### src/rtl/mandel_iter_ctrl.sv
// Mandelbrot escape-time iteration controller.
// Iterates z <- z*z + c on ws-bit two's-complement fixed-point words with dp
// fraction bits, using a single shared multiplier that is time-multiplexed
// over four states per iteration (zr*zr, zi*zi, zr*zi, then update/test).
//
// Handshake: start is sampled only while busy=0 (state IDLE). busy stays high
// from the cycle after acceptance through the final UPD cycle. done is a
// one-cycle strobe in the first idle cycle, and a new start may be accepted in
// that same cycle. escaped/iter_out/z_out stay valid until the next done.
module mandel_iter_ctrl #(
    parameter int ws = 16,
    parameter int dp = 8,
    parameter int iw = 8
) (
    input  logic              clk,
    input  logic              rst,
    input  logic              start,
    input  logic [2*ws-1:0]   c_in,
    input  logic [iw-1:0]     max_iter,
    output logic              busy,
    output logic              done,
    output logic              escaped,
    output logic [iw-1:0]     iter_out,
    output logic [2*ws-1:0]   z_out,
    output logic [2:0]        dbg_state_o
);

    typedef enum logic [2:0] {
        S_IDLE = 3'd0,
        S_MRR  = 3'd1,
        S_MII  = 3'd2,
        S_MRI  = 3'd3,
        S_UPD  = 3'd4
    } state_t;

    // Escape threshold 4.0 in the widened (ws+1 bit) sum domain.
    localparam logic signed [ws:0] FOUR = (ws+1)'(4 << dp);

    state_t state_q, state_d;

    logic signed [ws-1:0] zr_q, zi_q;
    logic signed [ws-1:0] cr_q, ci_q;
    logic signed [ws-1:0] rr_q, ii_q, ri_q;
    logic [iw-1:0]        max_q;
    logic [iw-1:0]        cnt_q;

    logic                 done_q;
    logic                 esc_q;
    logic [iw-1:0]        iter_q;
    logic [2*ws-1:0]      zout_q;

    // Shared multiplier: full-width signed product, then shift out dp
    // fraction bits and keep the low ws bits.
    logic signed [ws-1:0]   mul_a, mul_b;
    logic signed [2*ws-1:0] mul_full;
    logic signed [ws-1:0]   mul_p;

    assign mul_full = mul_a * mul_b;
    assign mul_p    = ws'(mul_full >>> dp);

    // Magnitude test sum is one bit wider so rr+ii can never wrap.
    logic signed [ws:0]   s_sum;
    logic                 s_gt4;
    logic                 cnt_at_max;
    logic                 terminate;
    logic signed [ws-1:0] zr_next, zi_next;

    assign s_sum      = {rr_q[ws-1], rr_q} + {ii_q[ws-1], ii_q};
    assign s_gt4      = (s_sum > FOUR);
    assign cnt_at_max = (cnt_q == max_q);
    assign terminate  = s_gt4 || cnt_at_max;
    assign zr_next    = rr_q - ii_q + cr_q;
    assign zi_next    = ri_q + ri_q + ci_q;

    // State register with synchronous reset.
    always_ff @(posedge clk) begin
        if (rst) begin
            state_q <= S_IDLE;
        end else begin
            state_q <= state_d;
        end
    end

    // Next-state logic: fixed four-state loop per iteration.
    always_comb begin
        state_d = state_q;
        case (state_q)
            S_IDLE:  if (start) state_d = S_MRR;
            S_MRR:   state_d = S_MII;
            S_MII:   state_d = S_MRI;
            S_MRI:   state_d = S_UPD;
            S_UPD:   state_d = terminate ? S_IDLE : S_MRR;
            default: state_d = S_IDLE;
        endcase
    end

    // Output logic: busy flag and multiplier operand selection.
    always_comb begin
        busy  = (state_q != S_IDLE);
        mul_a = zr_q;
        mul_b = zr_q;
        case (state_q)
            S_MRR: begin
                mul_a = zr_q;
                mul_b = zr_q;
            end
            S_MII: begin
                mul_a = zi_q;
                mul_b = zi_q;
            end
            S_MRI: begin
                mul_a = zr_q;
                mul_b = zi_q;
            end
            default: begin
                mul_a = zr_q;
                mul_b = zr_q;
            end
        endcase
    end

    // Datapath: latch operands, capture partial products, update z and
    // register the result on termination.
    always_ff @(posedge clk) begin
        if (rst) begin
            zr_q   <= '0;
            zi_q   <= '0;
            cr_q   <= '0;
            ci_q   <= '0;
            rr_q   <= '0;
            ii_q   <= '0;
            ri_q   <= '0;
            max_q  <= '0;
            cnt_q  <= '0;
            done_q <= 1'b0;
            esc_q  <= 1'b0;
            iter_q <= '0;
            zout_q <= '0;
        end else begin
            done_q <= 1'b0;
            case (state_q)
                S_IDLE: begin
                    if (start) begin
                        cr_q  <= c_in[ws-1:0];
                        ci_q  <= c_in[2*ws-1:ws];
                        max_q <= max_iter;
                        zr_q  <= '0;
                        zi_q  <= '0;
                        cnt_q <= '0;
                    end
                end
                S_MRR: rr_q <= mul_p;
                S_MII: ii_q <= mul_p;
                S_MRI: ri_q <= mul_p;
                S_UPD: begin
                    if (terminate) begin
                        done_q <= 1'b1;
                        esc_q  <= s_gt4;
                        iter_q <= cnt_q;
                        zout_q <= {zi_q, zr_q};
                    end else begin
                        zr_q  <= zr_next;
                        zi_q  <= zi_next;
                        cnt_q <= cnt_q + iw'(1);
                    end
                end
                default: ;
            endcase
        end
    end

    assign done        = done_q;
    assign escaped     = esc_q;
    assign iter_out    = iter_q;
    assign z_out       = zout_q;
    assign dbg_state_o = state_q;

endmodule

### config.mk
export PLATFORM = sky130hd
export DESIGN_NAME = mandel_iter_ctrl
export DESIGN_NICKNAME = d
export VERILOG_FILES = /design/src/rtl/mandel_iter_ctrl.sv
export SDC_FILE = /design/constraint.sdc
export NUM_CORES = 1
export LEC_CHECK = 0
export ABC_AREA = 1
export BUFFER_PORTS_ARGS = -buffer_cell sky130_fd_sc_hd__buf_4
export CORE_ASPECT_RATIO = 1.75
export CORE_UTILIZATION = 40
export CTS_CLUSTER_SIZE = 40
export DETAILED_ROUTE_END_ITERATION = 10
export PLACE_DENSITY = 0.7
export SYNTH_ARGS = -nofsm -noshare
export SYNTH_HDL_FRONTEND = slang
export SYNTH_SLANG_ARGS = --single-unit
### constraint.sdc
create_clock -name clk -period 5.61 [get_ports clk]
set_input_delay 1.122 -clock clk [delete_from_list [all_inputs] [get_ports clk]]
set_output_delay 1.122 -clock clk [all_outputs]
set_load 0.005 [all_outputs]
==> results of run 1 <==
==> per-layer routing <==
layer	global-route usage, %	wire length [um]	part of all wire (%)
met4	26.34	6823	10
met5	0	0	0
met1	25.78	20980	32
met3	2.824	2243	3.5
met2	53.87	34940	54
==> layout make-up <==
| cell class | instances | area, um2 | share of cell area [%] |
|---|---|---|---|
| flip-flops and latches | 172 | 3452 | 14.35 |
| inverters | 529 | 2100 | 8.727 |
| well taps | 572 | 715.7 | 2.975 |
| multi-input cells | 1715 | 13620 | 56.63 |
| diodes | 1 | 2.502 | 0.01040 |
| clock buffers | 18 | 429.2 | 1.784 |
| repair buffers | 409 | 3567 | 14.83 |
| clock inverters | 14 | 166.4 | 0.6917 |
==> cell usage in the layout (no fill, tap or decap), drive strengths merged, types with 2 or more instances in the layout <==
master | synthesis | final
ha | 117 | 117
nor3 | 14 | 14
and2 | 3 | 3
a21oi | 163 | 163
xnor2 | 9 | 9
nand2 | 452 | 452
o21ai | 157 | 157
inv | 525 | 523
nor4 | 6 | 6
dfxtp | 172 | 172
nand3 | 145 | 145
o21a | 3 | 3
fa | 203 | 203
nor3b | 2 | 2
o211ai | 22 | 22
nand4 | 9 | 9
clkinv | 4 | 11
clkbuf | 54 | 18
nor2 | 347 | 347
clkinvlp | 0 | 8
nand3b | 10 | 10
or2 | 14 | 14
xor2 | 24 | 24
buf | 27 | 409
a21o | 6 | 6
a21boi | 3 | 3
==> cells by family (layout without fill, tap and decap cells) <==
family | count (synthesis) | count (layout) | share of synthesized area, %
AND/OR/NAND/NOR | 1002 | 1002 | 23.31
other | 0 | 1 | 0
adder cells (fa/ha/maj) | 320 | 320 | 30.99
buffers and inverters | 610 | 970 | 13.47
flip-flops | 172 | 172 | 19.30
AO/OA/AOI/OAI | 360 | 360 | 11.23
XOR/XNOR | 33 | 33 | 1.704
==> cells in the mapped netlist, types with 12 or more instances <==
cell type	n
a21oi_1	160
clkbuf_1	54
dfxtp_1	172
fa_1	203
ha_1	117
inv_1	515
nand2_1	440
nand3_1	143
nor2_1	345
nor3_1	14
o211ai_1	22
o21ai_0	137
or2_2	12
xor2_1	24
==> repair_timing <==
item | 4_1_cts | 5_1_grt
setup endpoints to repair | 47 | 47
gates resized for setup | 201 | 326
buffers inserted | 35 | 51
pin swaps | 105 | 128
gates cloned | 3 | 0
==> flip-flops by register name, summed over array words and instances (netlist names), 3 cells and up <==
register	count
ci_q	16
cnt_q	8
cr_q	16
dbg_state_o	3
ii_q	16
iter_out	8
max_q	8
ri_q	15
rr_q	16
z_out	32
zi_q	16
zr_q	16
==> per-stage QoR <==
step	instance area (um2)	util [%]	setup TNS, ns
floorplan	18030	-	-3.829
global placement	20960	47.46	-23.21
detailed placement	20960	47.46	-28.26
CTS	22570	51.12	-18.59
global route	24060	54.48	-28.61
finish	24060	54.48	-19.59
==> path summary, 6_finish.rpt <==
check	to	slack, ns	cells after the start
max reg2reg	ri_q[14]$_SDFFE_PP0P_	-0.66	30
max	ri_q[14]$_SDFFE_PP0P_	-0.66	30
min	max_q[7]$_SDFFE_PP0P_	0.46	2
min reg2reg	max_q[7]$_SDFFE_PP0P_	0.46	2
==> critical path, delay by kind of cell, from the launching register on <==
family,cells,cell delay [ns]
AO/OA/AOI/OAI,5,0.74
adder cells (fa/ha/maj),7,3.26
buffers and inverters,9,0.83
flip-flops,1,0.36
AND/OR/NAND/NOR,9,0.95
==> impl_metrics.tcl, run 1 <==
set metrics [dict create \
    grtUsageTotal_pct 28.20 \
    chipHeight_um 281.4 \
    ant_nets 0 \
    yosysUniqueCellTypes 50 \
    io_pins 89 \
    stdcell_count 3430 \
    required_ns 5.95 \
    violations "setup timing" \
    async_reset_ff_share_pct 0 \
    worstSetupEndpointType "flip-flop" \
    crit_type "reg -> reg" \
    grt_pass1_vias 18140 \
    place_inst 3322 \
    grt_max_degree 97 \
    place_ws_ns -0.9644 \
    viasPerCell 5.176 \
    cap_violations 0 \
    wl_per_cell_um 18.95 \
    hp-class "reg -> reg" \
    finalNetCount 3207 \
    grt_pass1_wl_mm 96.43 \
    cpPeakStageDelay_ns 0.56 \
    grt.overflow.total 0 \
    clkTransAtPathRegs_ns 0.08 \
    cts_max_path_buffers 2 \
    cts_tree "built" \
    min_period_ns 6.268 \
    place_congestion 0.9946 \
    fin_crit_sh_pct 111.7 \
    setup_viol 44 \
    crit_path_frequent_cell "fa_1" \
    setup.worst_path.start_class "flip-flop" \
    yosys-top-cells-area "fa_1 23%, dfxtp_1 19%, inv_1 11%" \
    timing.hold.ws_ns 0.4614 \
    synth_top_area_share_pct 22.78 \
    htreeDepth 4 \
    area.growth.synth_to_final_pct 34.85 \
    yosysSeqAreaShare_pct 19.30 \
    hpwl_mm 51.64 \
    antenna_found_initial 1 \
    slew_headroom_pct 24.37 \
    syn-cell-area_mm2 0.01784 \
    drc 0 \
    drive_gt1_share_pct 28.88 \
    postCtsHoldBufs 0 \
    portBuffers 88 \
    crit_start "dbg_state_o[0]$_SDFFE_PP0P_" \
    r2r_start "dbg_state_o[0]$_SDFFE_PP0P_" \
    ys.flop_type "dfxtp_1" \
    synth.largest_area_cell "fa_1" \
    max_freq_mhz 159.5 \
    cts_buffers 17 \
    synth_edf_count 0 \
    dieWidth_um 161.6 \
    hp-start "max_q[7]$_SDFFE_PP0P_" \
    ys_warn_count 0 \
    status "finished, violations left" \
    worst_pin_slew_ns 1.133 \
    timing.final.ws_setup_ns -0.6584 \
    drt_wl_total_mm 64.99 \
    synthCells 2497 \
    finalHoldViolCount 0 \
    drv_slew 0 \
    cp_max_fo 7 \
    crit_slowest_cell "fa_1" \
    clock_sinks 172 \
    skew_ns 0.01506 \
    initial_core_util_pct 40.40 \
    vias 17750 \
    core_area_mm2 0.04416 \
    worstSkewPairLatency_ns 0.46 \
    rsz0062_at_grt "true" \
    fill_cells 4186 \
    dieArea_mm2 0.04548 \
    num_rows 102 \
    drt-pass1-iter-count 6 \
    syn-num-nets 2860 \
    cp.arrival_ns 6.61 \
    drtIter0Drc 1014 \
    root_buffer "clkbuf_16" \
    avgSynthCellArea_um2 7.144 \
    ys_seq_elements 172 \
]
Power of run 1 is left out: the tool's default activity adds up to more than one toggle a clock period on the data nets, which glitch-free logic cannot reach.
==> inputs of run 2 (changes only) <==
--- a/config.mk
+++ b/config.mk
@@ -12,6 +12,7 @@
 export CTS_CLUSTER_SIZE = 40
 export DETAILED_ROUTE_END_ITERATION = 10
 export PLACE_DENSITY = 0.7
+export RECOVER_POWER = 100
 export SYNTH_ARGS = -nofsm -noshare
 export SYNTH_HDL_FRONTEND = slang
 export SYNTH_SLANG_ARGS = --single-unit
==> impl_metrics.tcl, run 2 (synthesis gave the netlist of run 1 again) <==
set metrics [dict create \
    rsz0062_at_grt "true" \
    worstSetupEndpointType "flip-flop" \
    clock_sinks 172 \
    fin_crit_sh_pct 112.0 \
    worstSkewPairLatency_ns 0.46 \
    violations "setup timing" \
    vias 17740 \
    drtIter0Drc 1016 \
    cts_max_path_buffers 2 \
    cts_tree "built" \
    crit_slowest_cell "fa_1" \
    grt_pass1_vias 18140 \
    dieWidth_um 161.6 \
    cpPeakStageDelay_ns 0.56 \
    max_freq_mhz 159.2 \
    finalHoldViolCount 0 \
    stdcell_area_mm2 0.02406 \
    viasPerCell 5.171 \
    place_congestion 0.9946 \
    cp_max_fo 7 \
    drive_gt1_share_pct 28.88 \
    crit_type "reg -> reg" \
    htreeDepth 4 \
    num_rows 102 \
    dieArea_mm2 0.04548 \
    postCtsHoldBufs 0 \
    portBuffers 88 \
    area.sequential_mm2 0.003452 \
    skew_ns 0.01445 \
    area.growth.synth_to_final_pct 34.85 \
    grt_max_degree 97 \
    core_area_mm2 0.04416 \
    drt_wl_total_mm 65.06 \
    grt.overflow.total 0 \
    crit_buf_inv 9 \
    chipHeight_um 281.4 \
    crit_family "adder cells" \
    mostFrequentLayoutCell "inv_1" \
    hp-class "reg -> reg" \
    wl_per_cell_um 18.97 \
    drt-pass1-iter-count 5 \
    antenna_found_initial 1 \
    root_buffer "clkbuf_16" \
    initial_core_util_pct 40.40 \
    crit_path_frequent_cell "fa_1" \
    clkTransAtPathRegs_ns 0.08 \
    cts_buffers 17 \
    drv_slew 0 \
    drc 0 \
    fill_cells 4186 \
    grtUsageTotal_pct 28.20 \
    worst_pin_slew_ns 1.140 \
    io_pins 89 \
    final_cell_mix "439 x inv_1, 384 x nand2_1, 285 x buf_4" \
    timing.final.ws_setup_ns -0.6708 \
    hpwl_mm 51.64 \
    ant_nets 0 \
    cap_violations 0 \
    required_ns 5.95 \
    cp_num_cells 30 \
    setup_viol 44 \
    worstSetupEndpoint "ri_q[14]$_SDFFE_PP0P_" \
    cp.arrival_ns 6.62 \
    grt_pass1_wl_mm 96.43 \
    multi_input_area_mm2 0.01362 \
    status "finished, violations left" \
    r2r_setup_slack_ns -0.67 \
    slew_headroom_pct 23.86 \
    min_period_ns 6.281 \
    setup.worst_path.start_class "flip-flop" \
    r2r-end "ri_q[14]$_SDFFE_PP0P_" \
    largest_reg_flops 32 \
    place_area_mm2 0.02096 \
    r2r_start "dbg_state_o[0]$_SDFFE_PP0P_" \
    crit_start "dbg_state_o[0]$_SDFFE_PP0P_" \
    finalNetCount 3207 \
    r2r_cells 30 \
    fin_tns_setup_ns -19.52 \
]
[run 2: worst min-delay path by stage]
stage,startpoint,to,slack [ns],cells past startpoint
floorplan,ci_q[0]$_SDFFE_PP0P_,ci_q[0]$_SDFFE_PP0P_,0.42,2
global placement,ci_q[0]$_SDFFE_PP0P_,ci_q[0]$_SDFFE_PP0P_,0.45,2
detailed placement,ci_q[9]$_SDFFE_PP0P_,ci_q[9]$_SDFFE_PP0P_,0.45,2
CTS,ci_q[9]$_SDFFE_PP0P_,ci_q[9]$_SDFFE_PP0P_,0.46,2
global route,ci_q[3]$_SDFFE_PP0P_,ci_q[3]$_SDFFE_PP0P_,0.49,2
finish,max_q[7]$_SDFFE_PP0P_,max_q[7]$_SDFFE_PP0P_,0.46,2
[run 2: cell type report]
cell class | count | area share (%)
Antenna cell | 1 | 0.01040
Tap cell | 572 | 2.975
Inverter | 529 | 8.727
Timing Repair Buffer | 409 | 14.83
Clock buffer | 18 | 1.784
Clock inverter | 14 | 0.6917
Multi-Input combinational cell | 1715 | 56.63
Sequential cell | 172 | 14.35
[run 2: layer usage]
layer | vias to the layer above | GRT usage (%) | wire, um
li1 | 8381 | - | -
met1 | 8479 | 25.78 | 20950
met2 | 591 | 53.87 | 34850
met3 | 286 | 2.824 | 2396
met4 | 0 | 26.34 | 6859
met5 | - | 0 | 0
[run 2: timing repair]
item | in CTS | in global routing
setup buffers | 35 | 51
resized for setup | 201 | 326
endpoints found under the setup margin | 47 | 47
gates cloned | 3 | 0
pin swaps | 105 | 128
[run 2: worst register-to-register path, delay by kind of cell (launching register included)]
| kind | cells | cell delay [ns] |
|---|---|---|
| DFF | 1 | 0.36 |
| and+or+nand+nor | 9 | 0.96 |
| buffers and inverters | 9 | 0.84 |
| adders and majority gates | 7 | 3.26 |
| AOI/OAI and AO/OA | 5 | 0.75 |
[run 2: through the flow]
stage          hold WS (ns)  std cells  setup slack, ns  util (%)
3_5_place_dp         0.4477       3322          -0.9644     47.46
4_1_cts              0.4597       3391          -0.5753     51.12
6_report             0.4613       3430          -0.6708     54.48
3_3_place_gp         0.4454       3322          -0.8286     47.46
2_1_floorplan        0.4237       2497          -0.2256         -
5_1_grt              0.4877       3430          -0.8648     54.48
Power of run 2 is left out for the same reason.
==> inputs of run 3 (changes only) <==
--- a/config.mk
+++ b/config.mk
@@ -6,12 +6,12 @@
 export NUM_CORES = 1
 export LEC_CHECK = 0
 export ABC_AREA = 1
-export BUFFER_PORTS_ARGS = -buffer_cell sky130_fd_sc_hd__buf_4
 export CORE_ASPECT_RATIO = 1.75
-export CORE_UTILIZATION = 40
+export CORE_UTILIZATION = 60
 export CTS_CLUSTER_SIZE = 40
 export DETAILED_ROUTE_END_ITERATION = 10
-export PLACE_DENSITY = 0.7
+export DONT_BUFFER_PORTS = 1
+export PLACE_DENSITY = 0.91
 export RECOVER_POWER = 100
 export SYNTH_ARGS = -nofsm -noshare
 export SYNTH_HDL_FRONTEND = slang
==> impl_metrics.tcl, run 3 (synthesis gave the netlist of run 1 again) <==
set metrics [dict create \
    stdcell_area_mm2 0.02243 \
    crit_type "reg -> reg" \
    worstSkewPairLatency_ns 0.47 \
    finalHoldViolCount 0 \
    fin_util_pct 76.58 \
    min_period_ns 6.490 \
    finalNetCount 3090 \
    worstSetupEndpointType "flip-flop" \
    dieWidth_um 132.3 \
    drt-pass1-iter-count 6 \
    drtIter0Drc 1648 \
    largest_reg_flops 32 \
    cpPeakStageDelay_ns 0.55 \
    portBuffers 0 \
    drt_wl_total_mm 70.03 \
    viasPerCell 5.978 \
    skew_ns 0.01899 \
    vias 18690 \
    violations "setup timing" \
    required_ns 6.02 \
    grt_pass1_wl_mm 102.0 \
    chipHeight_um 230.1 \
    cts_buffers 17 \
    wl_per_cell_um 22.40 \
    drc 0 \
    crit_slowest_cell "fa_1" \
    root_buffer "clkbuf_16" \
    grtUsageTotal_pct 44.74 \
    grt_max_degree 81 \
    area.growth.synth_to_final_pct 25.72 \
    grt_pass1_vias 19030 \
    fin_crit_sh_pct 115.7 \
    hp-class "reg -> reg" \
    postCtsHoldBufs 0 \
    max_freq_mhz 154.1 \
    place_area_mm2 0.01994 \
    clkTransAtPathRegs_ns 0.08 \
    setup.worst_path.start_class "flip-flop" \
    num_rows 83 \
    cp_max_fo 7 \
    slew_headroom_pct 12.37 \
    htreeDepth 4 \
    timing.final.ws_setup_ns -0.8800 \
    place_congestion 1.022 \
    initial_core_util_pct 60.92 \
    final_cell_mix "453 x inv_1, 397 x nand2_1, 300 x nor2_1" \
    grt.overflow.total 0 \
    drv_slew 0 \
    hpwl_mm 50.93 \
    cp.arrival_ns 6.90 \
    clock_sinks 172 \
    cap_violations 0 \
    mostFrequentLayoutCell "inv_1" \
    dieArea_mm2 0.03045 \
    cts_tree "built" \
    setup_viol 47 \
    io_pins 89 \
    status "finished, violations left" \
    core_area_mm2 0.02929 \
    ant_nets 0 \
    drive_gt1_share_pct 23.80 \
    worst_pin_slew_ns 1.301 \
    cts_max_path_buffers 2 \
    rsz0062_at_grt "true" \
    antenna_found_initial 8 \
]
[run 3: cell types whose count changed in the layout (fill, tap and decap cells not counted), moves of 13 or more]
cell	previous run	this run
clkbuf_4	42	0
nand2_1	384	397
nor2_4	37	19
inv_1	439	453
buf_4	285	233
nor2_1	279	300
[run 3: repair_timing]
item / 4_1_cts / 5_1_grt
resized for setup: 237 / 156
pin swaps: 88 / 107
endpoints found under the setup margin: 47 / 47
setup buffers: 38 / 21
cloned: 0 / 0
[run 3: worst paths after layout]
check                              startpoint                    end  slack (ns)  cells past startpoint
setup / recovery  dbg_state_o[0]$_SDFFE_PP0P_  ri_q[12]$_SDFFE_PP0P_       -0.88                     31
hold / removal           cr_q[0]$_SDFFE_PP0P_   cr_q[0]$_SDFFE_PP0P_        0.45                      2
setup reg to reg  dbg_state_o[0]$_SDFFE_PP0P_  ri_q[12]$_SDFFE_PP0P_       -0.88                     31
hold reg to reg          cr_q[0]$_SDFFE_PP0P_   cr_q[0]$_SDFFE_PP0P_        0.45                      2
[run 3: critical path, delay by kind of cell (launching register included)]
| kind | cells | cell delay, ns |
|---|---|---|
| and+or+nand+nor | 10 | 1.39 |
| buffers and inverters | 12 | 1.19 |
| adders and majority gates | 7 | 3.14 |
| AOI/OAI and AO/OA | 2 | 0.33 |
| DFF | 1 | 0.38 |
[run 3: cell type report]
type	instances	area [um2]
Multi-Input combinational cell	1715	13290
Fill cell	2031	6858
Sequential cell	172	3452
Timing Repair Buffer	292	2517
Inverter	529	2046
Tap cell	382	478.0
Clock buffer	17	425.4
Clock inverter	15	211.5
Antenna cell	5	12.51
[run 3: metrics by stage]
stage | worst slack, ns | hold slack, ns | instances | TNS (ns)
2_1_floorplan | -0.2256 | 0.4237 | 2497 | -3.829
4_1_cts | -0.5305 | 0.4549 | 3104 | -16.14
3_5_place_dp | -0.8352 | 0.4439 | 3036 | -29.07
5_1_grt | -1.080 | 0.4851 | 3126 | -36.98
3_3_place_gp | -0.7811 | 0.4395 | 3036 | -23.37
6_report | -0.8800 | 0.4523 | 3127 | -28.72
[run 3: per-layer routing]
layer,share of wire (%),track usage (%),routed length [um]
met5,0.086,0,60
met4,14,49.93,9845
met3,7.7,7.143,5375
met2,48,78.34,33940
met1,30,41.76,20810
Power of run 3 is left out for the same reason.
